**src/rtl/global_pkg.sv**
```systemverilog
// global_pkg: shared types and RV32I load/store size codes for the load/store unit.
package global_pkg;
   typedef enum logic [1:0] {MEM_NONE, LOAD_DATA, STORE_DATA} memory_operation_t;
   typedef enum logic [1:0] {IDLE, BUS, RESP} lsu_state_t;
   localparam logic [2:0] LS_B  = 3'b000;
   localparam logic [2:0] LS_H  = 3'b001;
   localparam logic [2:0] LS_W  = 3'b010;
   localparam logic [2:0] LS_BU = 3'b100;
   localparam logic [2:0] LS_HU = 3'b101;
endpackage

```
**src/rtl/load_store_unit_lane_align.sv**
```systemverilog
// lsu_lane_align: byte-lane select, store replication and load extract/extend.
module lsu_lane_align (
   input  logic [2:0]  funct3,
   input  logic [1:0]  ofs,
   input  logic [31:0] store_data,
   input  logic [31:0] bus_data,
   output logic [3:0]  sel,
   output logic [31:0] wdata,
   output logic [31:0] rdata,
   output logic        misaligned
);
   logic        is_b, is_h;
   logic [31:0] sh;
   always_comb begin
      is_b       = funct3[1:0] == 2'b00;
      is_h       = funct3[1:0] == 2'b01;
      sel        = is_b ? 4'b0001 << ofs : is_h ? 4'b0011 << {ofs[1], 1'b0} : 4'b1111;
      wdata      = is_b ? {4{store_data[7:0]}} : is_h ? {2{store_data[15:0]}} : store_data;
      sh         = bus_data >> {(is_b ? ofs : {ofs[1], 1'b0}), 3'b000};
      // funct3[2] marks the unsigned variants
      rdata      = is_b ? {{24{sh[7] & ~funct3[2]}}, sh[7:0]}
                 : is_h ? {{16{sh[15] & ~funct3[2]}}, sh[15:0]} : bus_data;
      misaligned = is_h ? ofs[0] : !is_b && |ofs;
   end
endmodule

```
**src/rtl/load_store_unit.sv**
```systemverilog
// load_store_unit: one load/store command -> one Wishbone classic cycle with lane formatting.
// LSU_MISALIGN_TRAP_EN: misaligned accesses skip the bus and pulse misaligned instead.
module load_store_unit
   import global_pkg::*;
#(
   parameter int BUS_TIMEOUT = 0
) (
   input  logic              clk,
   input  logic              rst,
   input  logic              cyc,
   input  memory_operation_t memory_operation,
   input  logic [2:0]        funct3,
   input  logic [31:0]       address,
   input  logic [31:0]       store_data,
   output logic              ack,
   output logic              data_valid,
   output logic [31:0]       load_data,
   output logic              bus_error,
   output logic              misaligned,
   output logic              wb_cyc_o,
   output logic              wb_stb_o,
   output logic              wb_we_o,
   output logic [31:0]       wb_adr_o,
   output logic [31:0]       wb_dat_o,
   output logic [3:0]        wb_sel_o,
   input  logic [31:0]       wb_dat_i,
   input  logic              wb_ack_i,
   input  logic              wb_err_i
);
`ifdef LSU_MISALIGN_TRAP_EN
   localparam bit TRAP_EN = 1'b1;
`else
   localparam bit TRAP_EN = 1'b0;
`endif
   lsu_state_t        state, state_nxt;
   memory_operation_t op;
   logic [31:0]       adr, sdat, wdata, rdata, load_data_nxt;
   logic [2:0]        f3;
   logic [3:0]        sel;
   logic              mis, trap, tmo, fail, done, err_q, err_nxt;
   logic              ack_nxt, dv_nxt, berr_nxt, mis_nxt;

   lsu_lane_align u_align (
      .funct3(f3), .ofs(adr[1:0]), .store_data(sdat), .bus_data(wb_dat_i),
      .sel(sel), .wdata(wdata), .rdata(rdata), .misaligned(mis)
   );

   // a trapped access parks in BUS for one cycle without driving the bus
   assign trap     = TRAP_EN && mis;
   assign wb_cyc_o = state == BUS && !trap;
   assign wb_stb_o = wb_cyc_o;
   assign wb_we_o  = wb_cyc_o && op == STORE_DATA;
   assign wb_adr_o = wb_cyc_o ? {adr[31:2], 2'b00} : '0;
   assign wb_sel_o = wb_cyc_o ? sel : '0;
   assign wb_dat_o = wb_cyc_o ? wdata : '0;

   generate
      if (BUS_TIMEOUT > 0) begin : g_tmo
         localparam int CW = $clog2(BUS_TIMEOUT + 1);
         logic [CW-1:0] cnt;
         always_ff @(posedge clk or posedge rst)
            if (rst) cnt <= '0;
            else     cnt <= wb_cyc_o ? cnt + 1'b1 : '0;
         assign tmo = wb_cyc_o && cnt == CW'(BUS_TIMEOUT - 1);
      end else begin : g_no_tmo
         assign tmo = 1'b0;
      end
   endgenerate

   always_comb begin
      state_nxt     = state;
      ack_nxt       = 1'b0;
      dv_nxt        = 1'b0;
      berr_nxt      = 1'b0;
      mis_nxt       = 1'b0;
      err_nxt       = err_q;
      load_data_nxt = load_data;
      fail          = wb_cyc_o && (wb_err_i || tmo);
      done          = trap || wb_ack_i || fail;
      case (state)
         IDLE: if (cyc && memory_operation != MEM_NONE) begin
            state_nxt = BUS;
            ack_nxt   = memory_operation == LOAD_DATA;
         end
         BUS: if (done) begin
            if (op == STORE_DATA) begin
               state_nxt = IDLE;
               ack_nxt   = 1'b1;
               berr_nxt  = fail;
               mis_nxt   = trap;
            end else begin
               state_nxt     = RESP;
               err_nxt       = fail;
               load_data_nxt = fail || trap ? '0 : rdata;
            end
         end
         RESP: begin
            state_nxt = IDLE;
            dv_nxt    = 1'b1;
            berr_nxt  = err_q;
            mis_nxt   = trap;
         end
         default: state_nxt = IDLE;
      endcase
   end

   always_ff @(posedge clk or posedge rst)
      if (rst) begin
         state      <= IDLE;
         op         <= MEM_NONE;
         adr        <= '0;
         f3         <= '0;
         sdat       <= '0;
         err_q      <= 1'b0;
         ack        <= 1'b0;
         data_valid <= 1'b0;
         bus_error  <= 1'b0;
         misaligned <= 1'b0;
         load_data  <= '0;
      end else begin
         state      <= state_nxt;
         err_q      <= err_nxt;
         ack        <= ack_nxt;
         data_valid <= dv_nxt;
         bus_error  <= berr_nxt;
         misaligned <= mis_nxt;
         load_data  <= load_data_nxt;
         if (state == IDLE && cyc && memory_operation != MEM_NONE) begin
            op   <= memory_operation;
            adr  <= address;
            f3   <= funct3;
            sdat <= store_data;
         end
      end
endmodule

```
**config.mk**
```make
export PLATFORM = sky130hd
export DESIGN_NAME = load_store_unit
export DESIGN_NICKNAME = d
export VERILOG_FILES = /design/src/rtl/global_pkg.sv /design/src/rtl/load_store_unit_lane_align.sv /design/src/rtl/load_store_unit.sv
export SDC_FILE = /design/constraint.sdc
export NUM_CORES = 1
export LEC_CHECK = 0
export CORE_MARGIN = 2
export CORE_UTILIZATION = 47
export DETAILED_ROUTE_END_ITERATION = 10
export GPL_TIMING_DRIVEN = 0
export PLACE_DENSITY = 0.85
export REMOVE_ABC_BUFFERS = 1
export SLEW_MARGIN = 20
export SYNTH_ARGS = -nofsm -noshare
export SYNTH_HDL_FRONTEND = slang
export SYNTH_SLANG_ARGS = --single-unit
```
**constraint.sdc**
```tcl
create_clock -name clk -period 5.9 [get_ports clk]
set_clock_uncertainty 0.15 [all_clocks]
set_input_delay 0.885 -clock clk [delete_from_list [all_inputs] [get_ports clk]]
set_output_delay 0.885 -clock clk [all_outputs]
set_load 0.01 [all_outputs]
```
# Word level (Yosys, flattened, before mapping)
# Cells that the tools add are included.
totals:
  reg_bits: 107
  in_bits: 106
  out_inout_bits: 107
  wordCells: 58
classes:
  n_eq_ne: 7
  shift: 3
  n_mux: 23
  bitwise: 4
  n_reduce_logical: 11
ops:
  columns: ["cell", "count"]
  rows:
  - ["32-bit two-way mux", 7]
  - ["32-bit by 5-bit right shift with 16-bit output", 1]
  - ["4-bit two-way mux", 3]
  - ["1-bit two-way mux", 7]
  - ["2-bit by 1-bit == test with 1-bit output, second input constant", 3]
  - ["2-bit two-way mux", 3]
  - ["1-bit logical AND", 5]
  - ["2-bit == test, second input constant", 2]
  - ["2-bit logical NOT", 2]
  - ["1-bit case mux with 2 select lines", 2]
  - ["2-bit case mux with 2 select lines", 1]
  - ["1-bit by 2-bit << shifter with 4-bit output, first input constant", 1]
  - ["2-bit by 2-bit << shifter with 4-bit output, first input constant", 1]
  - ["3-bit AND reduction", 1]
  - ["1-bit AND", 2]
  - ["2-bit by 1-bit inequality test with 1-bit output, second input constant", 1]
  - ["2-bit inequality test, second input constant", 1]
  - ["1-bit inverter", 2]
  - ["2-bit AND reduction", 1]
  - ["2-bit nonzero test", 1]
  - ["1-bit logical OR", 1]

# Longest topological paths before layout
depth:
  depth_word: 7
  depth_mapped: 7
  ltp_nobuf: 6

# Modules after synthesis
# Synthesis repeated with hierarchy kept, for this count alone.
unflattened:
  cells_unflattened: 576
  hier_area_um2: 6057.1
modules_own_cells:
  columns: ["module", "instances", "cells_per_inst", "area_per_inst_um2", "seq_area_each_um2"]
  rows:
  - ["load_store_unit", 1, 391, 4814.6, 2677.6]
  - ["lsu_lane_align", 1, 185, 1242.4, 0.0]

# Least setup slack after synthesis
# No wires, ideal clock.
synth_path:
  path_type: "reg2out"
  from: "register state[1]"
  to: "output wb_dat_o[12]"
  t_arrival_ns: 1.711
  required_time_ns: 4.865
  slack_ns: 3.154
  stages_incl_launch_ff: 8
  n_path_buf: 3
  cell_sequence: "dfrtp_1 -> inv_1 -> ha_1 -> clkbuf_1 -> inv_1 -> clkbuf_1 -> clkbuf_1 -> a21oi_1"
synth_via:
  elab_chain_len: 2
synth_lines:
  columns: ["item", "line_no", "rtl"]
  rows:
  - ["start: declaration", "load_store_unit.sv:35", "lsu_state_t state, state_nxt;"]
  - ["start signal: assignment", "load_store_unit.sv:121", "state <= state_nxt;"]
  - ["2-bit by 1-bit == test with 1-bit output", "load_store_unit.sv:50", "assign wb_cyc_o = state == BUS && !trap;"]
  - ["named net wb_cyc_o", "load_store_unit.sv:20", "output logic wb_cyc_o,"]
  - ["32-bit two-way mux", "load_store_unit.sv:55", "assign wb_dat_o = wb_cyc_o ? wdata : '0;"]
  - ["end: declaration", "load_store_unit.sv:24", "output logic [31:0] wb_dat_o,"]
# The timed path passes the listed nets, and every way through them passes these cells.

# Worst setup path after layout
layout_path:
  from: "register state[1]"
  to: "output wb_sel_o[2]"
layout_via:
  elab_chain_len: 2
layout_lines:
  columns: ["item", "line_no", "rtl"]
  rows:
  - ["2-bit by 1-bit == test with 1-bit output", "load_store_unit.sv:50", null]
  - ["4-bit two-way mux", "load_store_unit.sv:54", "assign wb_sel_o = wb_cyc_o ? sel : '0;"]
  - ["end: declaration", "load_store_unit.sv:25", "output logic [3:0] wb_sel_o,"]
# No other way between the ends.

==> results.txt <==
----------------------------------------------------
[Power]
  Overall power after layout ... 4.16 mW
  Leak Pwr ... ~3.3 nW
  Power share of the combinational group ... between 50% and 60%
  Fraction of power consumed by sequential logic ... between 30% and 40%
  Net switching power ... 1.52 mW
  P_int ... roughly 2.6 mW
  Total power density per cell area ... 527 mW/mm²
  Switching share of total power ... 36.5%
  Worst VDD drop ... between 200 and 300 µV
  Proportion of power drawn by the clock network ... about 16%

[Place]
  Dpl hpwl ... 11.4 mm
  Number of buffers added on ports ... 209
  Inst Count DP ... 798
  Cell Area, Placed ... 0.00757 mm²
  Placer's final routability congestion estimate ... 0.872

[Detailed routing]
  Antenna Nets Post-Route ... 0
  Detailed-route wire length on metal 1 ... a little over 6 mm
  Routed via count ... 4,643
  Drt first-iter violations ... 271
  Length of routed met3 wiring ... 1.66 mm
  Post-DR wirelength/cell ... 19.4 µm
  Post-detailed-route DRC marker count ... 0
  Final Routed Wirelength ... ~16 mm
  Uppermost layer routed ... met4
  First-pass iteration count of the detailed router ... 7
  Met2 WL ... 7.59 mm
  DR vias/cell ... ~5.7

[Hold path]
  Type of the tightest min-delay check ... flop to flop
  Worst-case hold path end point ... load_data[7]
  Cell depth of the worst min-delay path ... 2
  Worst Min Path Start ... load_data[7]

[Synth]
  Most used flip-flop cell after synthesis ... sky130_fd_sc_hd__dfrtp_1
  Largest family of logic cells by synthesized area ... multiplexers
  Post-synthesis compound-gate area fraction ... between 10% and 20%
  Proportion of synthesized area in mux cells ... about a fifth
  Average cell area after synthesis ... 11.3 µm²
  Share of flip-flops with an asynchronous set or reset ... 100%
  Number of flops mapped to enable cells by yosys ... 0
  Synth area leader ... sky130_fd_sc_hd__dfrtp_1
  XOR/XNOR share of the synthesized area ... 0%
  Library cell with the highest instance count after synthesis ... sky130_fd_sc_hd__dfrtp_1
  Synth cell count leaders ... 107 x sky130_fd_sc_hd__dfrtp_1, 71 x sky130_fd_sc_hd__mux2_2, 40 x sky130_fd_sc_hd__and2_1
  Simple-gate portion of the synthesized area ... 12.0%
  Synthesized cell area ... 0.00535 mm²
  Area share of the largest cell type after synthesis ... 50.1%
  Largest cells by area after synthesis ... sky130_fd_sc_hd__dfrtp_1 50%, sky130_fd_sc_hd__mux2_2 15%, sky130_fd_sc_hd__and2_1 4.7%
  Fraction of the yosys area taken by sequential cells ... 50.1%
  Total of flip-flops plus latches after synthesis ... 107
  Adder-cell share of the synthesized area ... 0.702%
  Yosys warning count ... 0
  Number of distinct library cells after synthesis ... 44
  Cell count after synthesis ... 475

[STA]
  Share of the cycle needed by the critical path after routing ... 66.5%
  Final Hold Viols ... 0
  Max-slew violation count ... 0
  Minimum clock period ... 3920 ps
  Fmax ... 255 MHz
  Endpoints failing setup ... 0
  Slew @ Worst Pin ... 1060 ps
  Setup TNS ... 0 ps
  Headroom to the max-slew limit ... 29.6%
  RSZ-0062 raised after global routing ... no

[Worst setup path]
  Capture point of the worst reg-to-reg path ... sdat[31]
  Stage delay of the slowest cell on the critical path ... 600 ps
  Worst setup EP type ... output pin
  CP startpoint kind ... flop
  Worst Path Class, Setup ... flop to output pin
  Crit path max fanout ... 29
  Critical path required time ... 4870 ps
  Crit path top cell by count ... sky130_fd_sc_hd__inv_1
  Worst-case reg-to-reg path depth ... 9
  Data arrival at the endpoint of the critical path ... 2890 ps
  Start of the worst register-to-register path ... state[0]
  Top Family by Delay on Critical Path ... buffers and inverters
  Buf+Inv Stages, Crit Path ... 3
  Chain of cells forming the critical path ... inv_1 -> ha_2 -> inv_1 -> a211oi_1 -> clkdlybuf4s50_1
  Critical Path Slowest Stage Cell ... sky130_fd_sc_hd__clkdlybuf4s50_1
  Register-to-Register Setup Slack ... between 3000 and 4000 ps

[Job]
  Maximum capacitance violations ... 0

[CTS]
  Insertion delay of the later-clocked pin in the worst-skew pair ... 340 ps
  TritonCTS clock tree ... yes
  Root cell of the clock tree ... sky130_fd_sc_hd__clkbuf_16
  Num CTS Buffers ... 9
  Clk sinks ... 107
  Hold bufs inserted after CTS ... 0
  Clk slew on worst S/H paths ... ~70 ps
  Post-CTS setup buffer count ... 0
  Total number of H-tree levels ... 3
  Buffer levels on the longest clock path ... 2
  Gates resized, CTS repair ... 0

[Global route]
  Number of antenna violations at the first check in global routing ... 0
  Global-route wire length before repair ... approximately 26 mm
  Number of global-route vias before repair ... 4,996
  Global-route congestion overflow total ... 0
  Pin count of the biggest net entering global routing ... a little over 70
  Global-route usage over all layers ... 26.1%

[Floorplan]
  Floorplan die width ... 111 µm
  Top-Level Pins ... 213
  Row count ... 38
  Die area ... 0.0122 mm²
  Core area ... 0.0110 mm²
  Starting density of the core ... 48.7%
  Chip Height ... 111 µm

[Final layout]
  Final cell count without fillers ... 814
  Growth of design area from synthesis to finish ... 47.6%
  Diode insertion count for antenna repair ... 0
  Layout net count ... around 800
  Finished Cell Area ... 0.00789 mm²
  Layout cell share with drive strength beyond 1 ... 16.3%
  Fraction of the core area covered by cells at the end of the flow ... 71.9%

[Outcome]
  Status ... finished, final reports clean

----------------------------------------------------
worst max-delay path by stage:
stage                        start           end  slack [ps]  cells after the start
3_5_place_dp   memory_operation[0]      sdat[31]        2340                      8
2_1_floorplan  memory_operation[0]        adr[0]         910                      2
4_1_cts                      f3[0]  wb_dat_o[13]        1900                      4
5_1_grt                   state[1]   wb_sel_o[2]        1810                      5
6_report                  state[1]   wb_sel_o[2]        1980                      5
3_3_place_gp   memory_operation[0]        adr[5]       -1010                      3
sequential cells by signal, summed over array words and instances (netlist names):
name and cells:
adr 32, f3 3, sdat 32, bus_error 1, err_q 1, load_data 32
ack 1, state 2, op 2, data_valid 1
through the flow:
step           worst slack (ps)  hold WS [ps]
6_report                   1980           340
5_1_grt                    1810           364
4_1_cts                    1900           347
3_5_place_dp               2340           332
3_3_place_gp              -1010           315
2_1_floorplan               909           317
tightest hold or removal path, delay by kind of cell, from the launching register on:
kind / cells / cell delay, ps
flops: 1 / 340
compound gates: 1 / 70
simple gates: 1 / 50
metal layers:
| layer | global-route usage (%) | vias up |
|---|---|---|
| met4 | 9.67 | 0 |
| met2 | 43.0 | 275 |
| li1 | - | 2074 |
| met1 | 31.2 | 2260 |
| met5 | 0 | - |
| met3 | 9.90 | 34 |
power by group through the flow:
stage                     sequential, mW  combinational, mW  clock (mW)
after floorplan                     1.36               1.11           0
after CTS                           1.40               2.12       0.652
after global placement              1.38               2.03           0
final                               1.41               2.11       0.645
after detailed placement            1.42               2.10           0
after global routing                1.46               2.26       0.686
cells in the final DEF, fill, tap and decap left out, types with 8 or more instances in the layout:
cell type                         count
sky130_fd_sc_hd__a221o_1             17
sky130_fd_sc_hd__nand2_1             28
sky130_fd_sc_hd__a2bb2oi_1            8
sky130_fd_sc_hd__clkbuf_16            9
sky130_fd_sc_hd__a22o_1               8
sky130_fd_sc_hd__buf_4                9
sky130_fd_sc_hd__mux2_2              71
sky130_fd_sc_hd__mux2i_1             22
sky130_fd_sc_hd__dfrtp_1            105
sky130_fd_sc_hd__nor2_1              31
sky130_fd_sc_hd__and2_1              40
sky130_fd_sc_hd__a21oi_1             26
sky130_fd_sc_hd__o21ai_0             15
sky130_fd_sc_hd__o22ai_1              8
sky130_fd_sc_hd__clkdlybuf4s50_1    209
kinds of logic after synthesis:
kind of cell / after synthesis
and+or+nand+nor: 125
DFF: 107
AOI/OAI and AO/OA: 99
muxes: 94
buffers and inverters: 46
adders and majority gates: 3
other: 1
area by class of cell:
class,count,area (µm²)
Clock buffer,9,225
Clock inverter,7,92.6
Fill cell,766,3090
Inverter,6,27.5
Multi-Input combinational cell,324,2460
Sequential cell,107,2680
Tap cell,140,175
Timing Repair Buffer,221,2230
No activity file was read; power rests on OpenSTA's default activity.
